### src/rtl/mult_arb_pkg.sv
// mult_arb_pkg: shared defaults, requester ids and tag-pipe entry layout for the multiplier arbiter
package mult_arb_pkg;
    localparam int WIDTH_DEF = 32;
    localparam int LAT_DEF   = 1;

    typedef enum logic {
        REQ0 = 1'b0,
        REQ1 = 1'b1
    } req_id_e;

    typedef struct packed {
        logic    valid;
        req_id_e id;
    } tag_t;
endpackage

### src/rtl/mult_tag_pipe.sv
// mult_tag_pipe: LAT-deep {valid, id} shift register that tracks ops through the shared multiplier
import mult_arb_pkg::*;

module mult_tag_pipe #(
    parameter int LAT = LAT_DEF
) (
    input  logic clk,
    input  logic reset,
    input  logic en,
    input  tag_t din,
    output tag_t dout,
    output logic any_valid
);
    tag_t stage_q [LAT];
    tag_t stage_d [LAT];

    always_comb begin
        stage_d[0] = din;
        for (int i = 1; i < LAT; i++) stage_d[i] = stage_q[i-1];
        any_valid = 1'b0;
        for (int i = 0; i < LAT; i++) any_valid = any_valid | stage_q[i].valid;
    end

    // Advances only with the multiplier enable so tags stay aligned with its pipeline
    always_ff @(posedge clk or negedge reset)
        if (!reset) stage_q <= '{default: '0};
        else if (en) stage_q <= stage_d;

    assign dout = stage_q[LAT-1];
endmodule

### src/rtl/mult_share_arbiter.sv
// mult_share_arbiter: round-robin sharing of one registered multiplier between two requesters
import mult_arb_pkg::*;

module mult_share_arbiter #(
    parameter int WIDTH = WIDTH_DEF,
    parameter int LAT   = LAT_DEF
) (
    input  logic                 clk,
    input  logic                 reset,
    input  logic                 req0_valid,
    output logic                 req0_ready,
    input  logic [WIDTH-1:0]     req0_a,
    input  logic [WIDTH-1:0]     req0_b,
    input  logic                 req1_valid,
    output logic                 req1_ready,
    input  logic [WIDTH-1:0]     req1_a,
    input  logic [WIDTH-1:0]     req1_b,
    output logic                 rsp0_valid,
    output logic [2*WIDTH-1:0]   rsp0_prod,
    output logic                 rsp1_valid,
    output logic [2*WIDTH-1:0]   rsp1_prod,
    output logic                 mult_en,
    output logic [WIDTH-1:0]     mult_a,
    output logic [WIDTH-1:0]     mult_b,
    input  logic [2*WIDTH-1:0]   mult_prod
);
    logic               rr_ptr_q, rr_ptr_d;
    logic               gnt0, gnt1, issue, pipe_busy;
    tag_t               pipe_in, pipe_out;
    logic               rsp0_valid_q, rsp0_valid_d, rsp1_valid_q, rsp1_valid_d;
    logic [2*WIDTH-1:0] rsp0_prod_q, rsp0_prod_d, rsp1_prod_q, rsp1_prod_d;

    always_comb begin
        // Grants are forced low while reset is held so nothing is accepted then
        gnt0 = reset && req0_valid && (!req1_valid || rr_ptr_q == REQ0);
        gnt1 = reset && req1_valid && (!req0_valid || rr_ptr_q == REQ1);
        issue = gnt0 || gnt1;
        rr_ptr_d = (gnt0 && req1_valid) ? REQ1 : (gnt1 && req0_valid) ? REQ0 : rr_ptr_q;
        mult_en = issue || pipe_busy;
        mult_a = gnt0 ? req0_a : gnt1 ? req1_a : '0;
        mult_b = gnt0 ? req0_b : gnt1 ? req1_b : '0;
        pipe_in.valid = issue;
        pipe_in.id = req_id_e'(gnt1);
        rsp0_valid_d = pipe_out.valid && pipe_out.id == REQ0;
        rsp1_valid_d = pipe_out.valid && pipe_out.id == REQ1;
        rsp0_prod_d = rsp0_valid_d ? mult_prod : rsp0_prod_q;
        rsp1_prod_d = rsp1_valid_d ? mult_prod : rsp1_prod_q;
    end

    mult_tag_pipe #(.LAT(LAT)) u_tag_pipe (
        .clk       (clk),
        .reset     (reset),
        .en        (mult_en),
        .din       (pipe_in),
        .dout      (pipe_out),
        .any_valid (pipe_busy)
    );

    always_ff @(posedge clk or negedge reset)
        if (!reset) begin
            rr_ptr_q     <= REQ0;
            rsp0_valid_q <= 1'b0;
            rsp1_valid_q <= 1'b0;
            rsp0_prod_q  <= '0;
            rsp1_prod_q  <= '0;
        end else begin
            rr_ptr_q     <= rr_ptr_d;
            rsp0_valid_q <= rsp0_valid_d;
            rsp1_valid_q <= rsp1_valid_d;
            rsp0_prod_q  <= rsp0_prod_d;
            rsp1_prod_q  <= rsp1_prod_d;
        end

    assign req0_ready = gnt0;
    assign req1_ready = gnt1;
    assign rsp0_valid = rsp0_valid_q;
    assign rsp1_valid = rsp1_valid_q;
    assign rsp0_prod  = rsp0_prod_q;
    assign rsp1_prod  = rsp1_prod_q;
endmodule
### config.mk
export PLATFORM = sky130hd
export DESIGN_NAME = mult_share_arbiter
export DESIGN_NICKNAME = d
export VERILOG_FILES = /design/src/rtl/mult_arb_pkg.sv /design/src/rtl/mult_tag_pipe.sv /design/src/rtl/mult_share_arbiter.sv
export SDC_FILE = /design/constraint.sdc
export NUM_CORES = 1
export LEC_CHECK = 0
export ABC_AREA = 1
export CAP_MARGIN = 30
export CORE_AREA = 4 4 149 151
export CTS_BUF_LIST = sky130_fd_sc_hd__clkbuf_16
export CTS_CLUSTER_DIAMETER = 30
export CTS_CLUSTER_SIZE = 10
export DETAILED_ROUTE_END_ITERATION = 6
export DIE_AREA = 0 0 153 155
export PLACE_DENSITY = 0.71
export SYNTH_ARGS = -nofsm -noshare
export SYNTH_HDL_FRONTEND = slang
export SYNTH_SLANG_ARGS = --single-unit
### constraint.sdc
create_clock -name clk -period 3.6 [get_ports clk]
set_clock_uncertainty 0.2 [all_clocks]
set_input_delay 0.72 -clock clk [delete_from_list [all_inputs] [get_ports clk]]
set_output_delay 0.72 -clock clk [all_outputs]
set_load 0.005 [all_outputs]
# Word level (Yosys, flattened, before mapping)
# Cells that the tools add are included.
# word_totals
reg_bits,133
inputBits,196
out_inout_bits,197
wordCells,30
# op_classes
muxes,6
bitwise,2
n_reduce_logical,15
# op_table
op,count
two-way mux 32 bit,4
logical AND 1 bit,8
logical OR 1 bit,4
logical NOT 1 bit,2
two-way mux 1 bit,2
NOT 1 bit,2
nonzero test 2 bit,1

# Longest topological paths before layout
# logic_depth
ltp_word,6
depth_mapped,6

# Cells and area by module
# From an unflattened synthesis, not the netlist that was laid out.
# unflattened
cells_unflattened,726
hier_area_um2,5998.3
# modules_own_cells
module,n_inst,cells_each,area_per_inst_um2
mult_share_arbiter,1,716,5914.4
mult_tag_pipe,1,10,83.8

# Worst setup path after synthesis
# Ideal clock, no wire load.
# synth_timing
kind,input to output
start,input req1_valid
end,output mult_a[10]
arrival_ns,1.223
required_ns,2.680
setup_slack_ns,1.457
stages,4
path_cell_list,nand2_1 clkbuf_1 nand3_1 nand2_1
# synth_via
elab_chain_len,4
elab_cells_between_ends,7
classes_between,mux: 2; reduce/logical: 5
# synth_lines
item,line,source
start: declaration,mult_share_arbiter.sv:14,"input logic req1_valid,"
logical AND 1 bit / logical NOT 1 bit (equally long branches),"mult_share_arbiter.sv:36, mult_share_arbiter.sv:35",
logical AND 1 bit / logical OR 1 bit (equally long branches),"mult_share_arbiter.sv:36, mult_share_arbiter.sv:35",
two-way mux 32 bit / logical AND 1 bit (equally long branches),"mult_share_arbiter.sv:40, mult_share_arbiter.sv:35",
two-way mux 32 bit (*),mult_share_arbiter.sv:40,mult_a = gnt0 ? req0_a : gnt1 ? req1_a : '0;
end: declaration,mult_share_arbiter.sv:23,"output logic [WIDTH-1:0] mult_a,"
# Mark *: on every way between the ends. The rest lies on a longest branch, timed or not.

# Worst setup path in the final report
# layout_timing
start,input req0_valid
end,output mult_a[5]
# layout_via
elab_chain_len,5
elab_cells_between_ends,7
classes_between,mux: 2; reduce/logical: 5
# layout_lines
item,line,source
start: declaration,mult_share_arbiter.sv:10,"input logic req0_valid,"
logical NOT 1 bit,mult_share_arbiter.sv:36,gnt1 = reset && req1_valid && (!req0_valid || rr_ptr_q == REQ1);
logical OR 1 bit,mult_share_arbiter.sv:36,
logical AND 1 bit,mult_share_arbiter.sv:36,
two-way mux 32 bit,mult_share_arbiter.sv:40,
two-way mux 32 bit (*),mult_share_arbiter.sv:40,
# Marks and branches as above.

==> flow_summary.ini <==
[outcome]
outcome = finished, final reports clean

[yosys]
syn_avg_cell_area_sq_um = 9.14
synth_area_sq_um = 6630
yosys_warnings = 0
syn-num-nets = 921
synth_seq_area_share_pct = 50.2
syn_inst = 725
synth_cell_types = 20
synth-seq-cells = 133

[routing]
drtIter0Drc = 337
drc = 0
routed_wl_microns = 23800
drt-pass1-iter-count = 5
avgRoutedWirePerCell_microns = 17.1
num_vias = 6309
routed_via_density = 4.53
ant_nets = 0

[critical_path]
crit_path_start = req0_valid
startpoint_type = primary input
cp_top_family = buffers and inverters
reg2reg_from = u_tag_pipe.dout[0]$_DFFE_PN0P_
crit_buf_inv = 4
cp_common_cell = clkdlybuf4s50_1
path_class = primary input to output port
cp_slowest_cell = clkdlybuf4s50_1
path_max_fanout = 30
crit_chain = clkdlybuf4s50_1, nand2_2, inv_4, buf_12, nand3_1, nand2_1, clkdlybuf4s50_1
worst_path_largest_cell_delay_ns = 0.54
endpoint_kind = output port
arrival_ns = 2.47
worstPathRequired_ns = 2.68

[cts]
cts_tree = built
clk_pin_slew_worst_paths_ns = 0.06
post_cts_buffers = 0
hold_buffers = 0
numCtsBuffers = 17
cts.sinks = 133
clock_latency_ns = 0.41
cts-htree-levels = 4
cts_max_path_buffers = 2
cts_resized = 0
clockRootBuffer = clkbuf_16

[finish]
seqCellArea_sq_um = 3330
final_area_sq_um = 11100
nFillCells = 1927
drive_gt1_share_pct = 13.4
multi_input_area_sq_um = 2440
syn_to_final_growth_pct = 68.3
final_cell_mix = clkdlybuf4s50_1 (391), nand2_1 (199), dfrtp_1 (133), nand3_1 (129), o21ai_2 (92)
final_common_cell = clkdlybuf4s50_1
final_nets = 1295

[floorplanning]
fp.dieW_microns = 153
ioPinCount = 393
coreArea_sq_um = 20800
die-area_sq_um = 23700
fp.dieH_microns = 155
row_count = 53
start_util_pct = 31.8

[sta]
finalHoldWorstSlack_ns = 0.276
setup_tns_ns = 0
post-route-period-util_pct = 94.2
min_period_ns = 3.39
slew_headroom_pct = 45.7
setup_viol = 0
slew_violations = 0
hold_viol_final = 0
tightestPinTransition_ns = 0.815
fmax_mhz = 295
rsz0062_at_grt = false

[place]
port_buffers = 392
hpwl_microns = 18700
place_area_sq_um = 10600
place_congestion = 0.908

[job]
cap_violations = 0

[power_and_ir_drop]
max-vdd-ir-drop_v = 0.000356
p_per_area_nw_per_um2 = 500
p_leak_nw = 5.13

[global_routing]
track_usage_pct = 19.1
grt_pass1_vias = 6316
gr-total-overflow = 0
grt_max_degree = 71
antenna_found_initial = 5
grt_pass1_wl_microns = 35600

[min_path]
hp-class = primary input to async pin
==> worst paths after layout <==
path                                             end  slack, ns  cells past startpoint
max                                        mult_a[5]       0.21                      7
min                        rsp0_prod[52]$_DFFE_PN0P_       0.28                      2
min in group clk            rsp1_prod[8]$_DFFE_PN0P_       0.28                      2
max in group asynchronous  rsp0_prod[57]$_DFFE_PN0P_       1.81                      4
min reg2reg                 rsp1_prod[8]$_DFFE_PN0P_       0.28                      2
max reg2reg                rsp0_prod[30]$_DFFE_PN0P_       1.64                      5
==> area by class of cell <==
cell class | instances | share of cell area (%)
diodes | 5 | 0.112
clock buffers | 17 | 3.82
clock inverters | 15 | 1.18
inverters | 73 | 2.48
multi-input cells | 464 | 21.9
flip-flops and latches | 133 | 29.9
well taps | 275 | 3.09
repair buffers | 410 | 37.6
==> worst reg2reg max path, cell delays in order (launching register included) <==
cell and delay (ns):
dfrtp_1 0.41, inv_1 0.09, nand2_4 0.55, buf_12 0.41
nand2_1 0.15, o21ai_2 0.07
==> cells in the mapped netlist (all sizes together) <==
master / instances / share of area, %
nor2: 1 / 0.057
inv: 73 / 4.2
nand4: 1 / 0.094
dfrtp: 133 / 50
nand2: 205 / 12
nand3: 129 / 9.7
clkbuf: 4 / 0.30
o21ai: 128 / 15
buf: 51 / 8.7
==> where the power goes <==
group          switching, W  total [W]  internal (W)
Sequential         0.000188    0.00204       0.00185
Combinational      0.000760    0.00191       0.00115
Clock              0.000669    0.00162      0.000951
==> sequential cells by signal (all words and copies together) (netlist names) <==
signal	flops
rsp0_prod	64
u_tag_pipe.any_valid	1
rsp1_prod	64
rsp1_valid	1
u_tag_pipe.dout	1
rr_ptr_q	1
rsp0_valid	1
==> through the flow <==
| step | power, W | instances | util, % | setup WS (ns) |
|---|---|---|---|---|
| 2_1_floorplan | 0.00278 | 725 | - | 1.46 |
| 3_3_place_gp | 0.00396 | 1354 | 50.7 | 0.233 |
| 3_5_place_dp | 0.00399 | 1355 | 50.8 | 0.199 |
| 4_1_cts | 0.00564 | 1387 | 53.5 | 0.195 |
| 5_1_grt | 0.00588 | 1392 | 53.5 | 0.132 |
| 6_report | 0.00557 | 1392 | 53.5 | 0.210 |
==> kinds of logic (layout without fill, tap and decap cells) <==
group	Yosys count	count (layout)	synth area share (%)
AO/OA/AOI/OAI	128	128	14.9
AND/OR/NAND/NOR	336	336	21.7
buffers and inverters	128	515	13.2
flip-flops	133	133	50.2
other	0	5	0
==> routing by layer <==
layer  global-route usage (%)  part of all wire, %  vias to the layer above  wire length, microns
met5                        0                    0                        -                     0
met4                     7.64                  3.3                        0                   776
met3                     6.31                  7.0                       35                  1660
met2                     34.5                   52                      266                 12400
met1                     20.7                   38                     2907                  8910
li1                         -                    -                     3101                     -
Note: power is estimated with default switching activity, not from simulation.
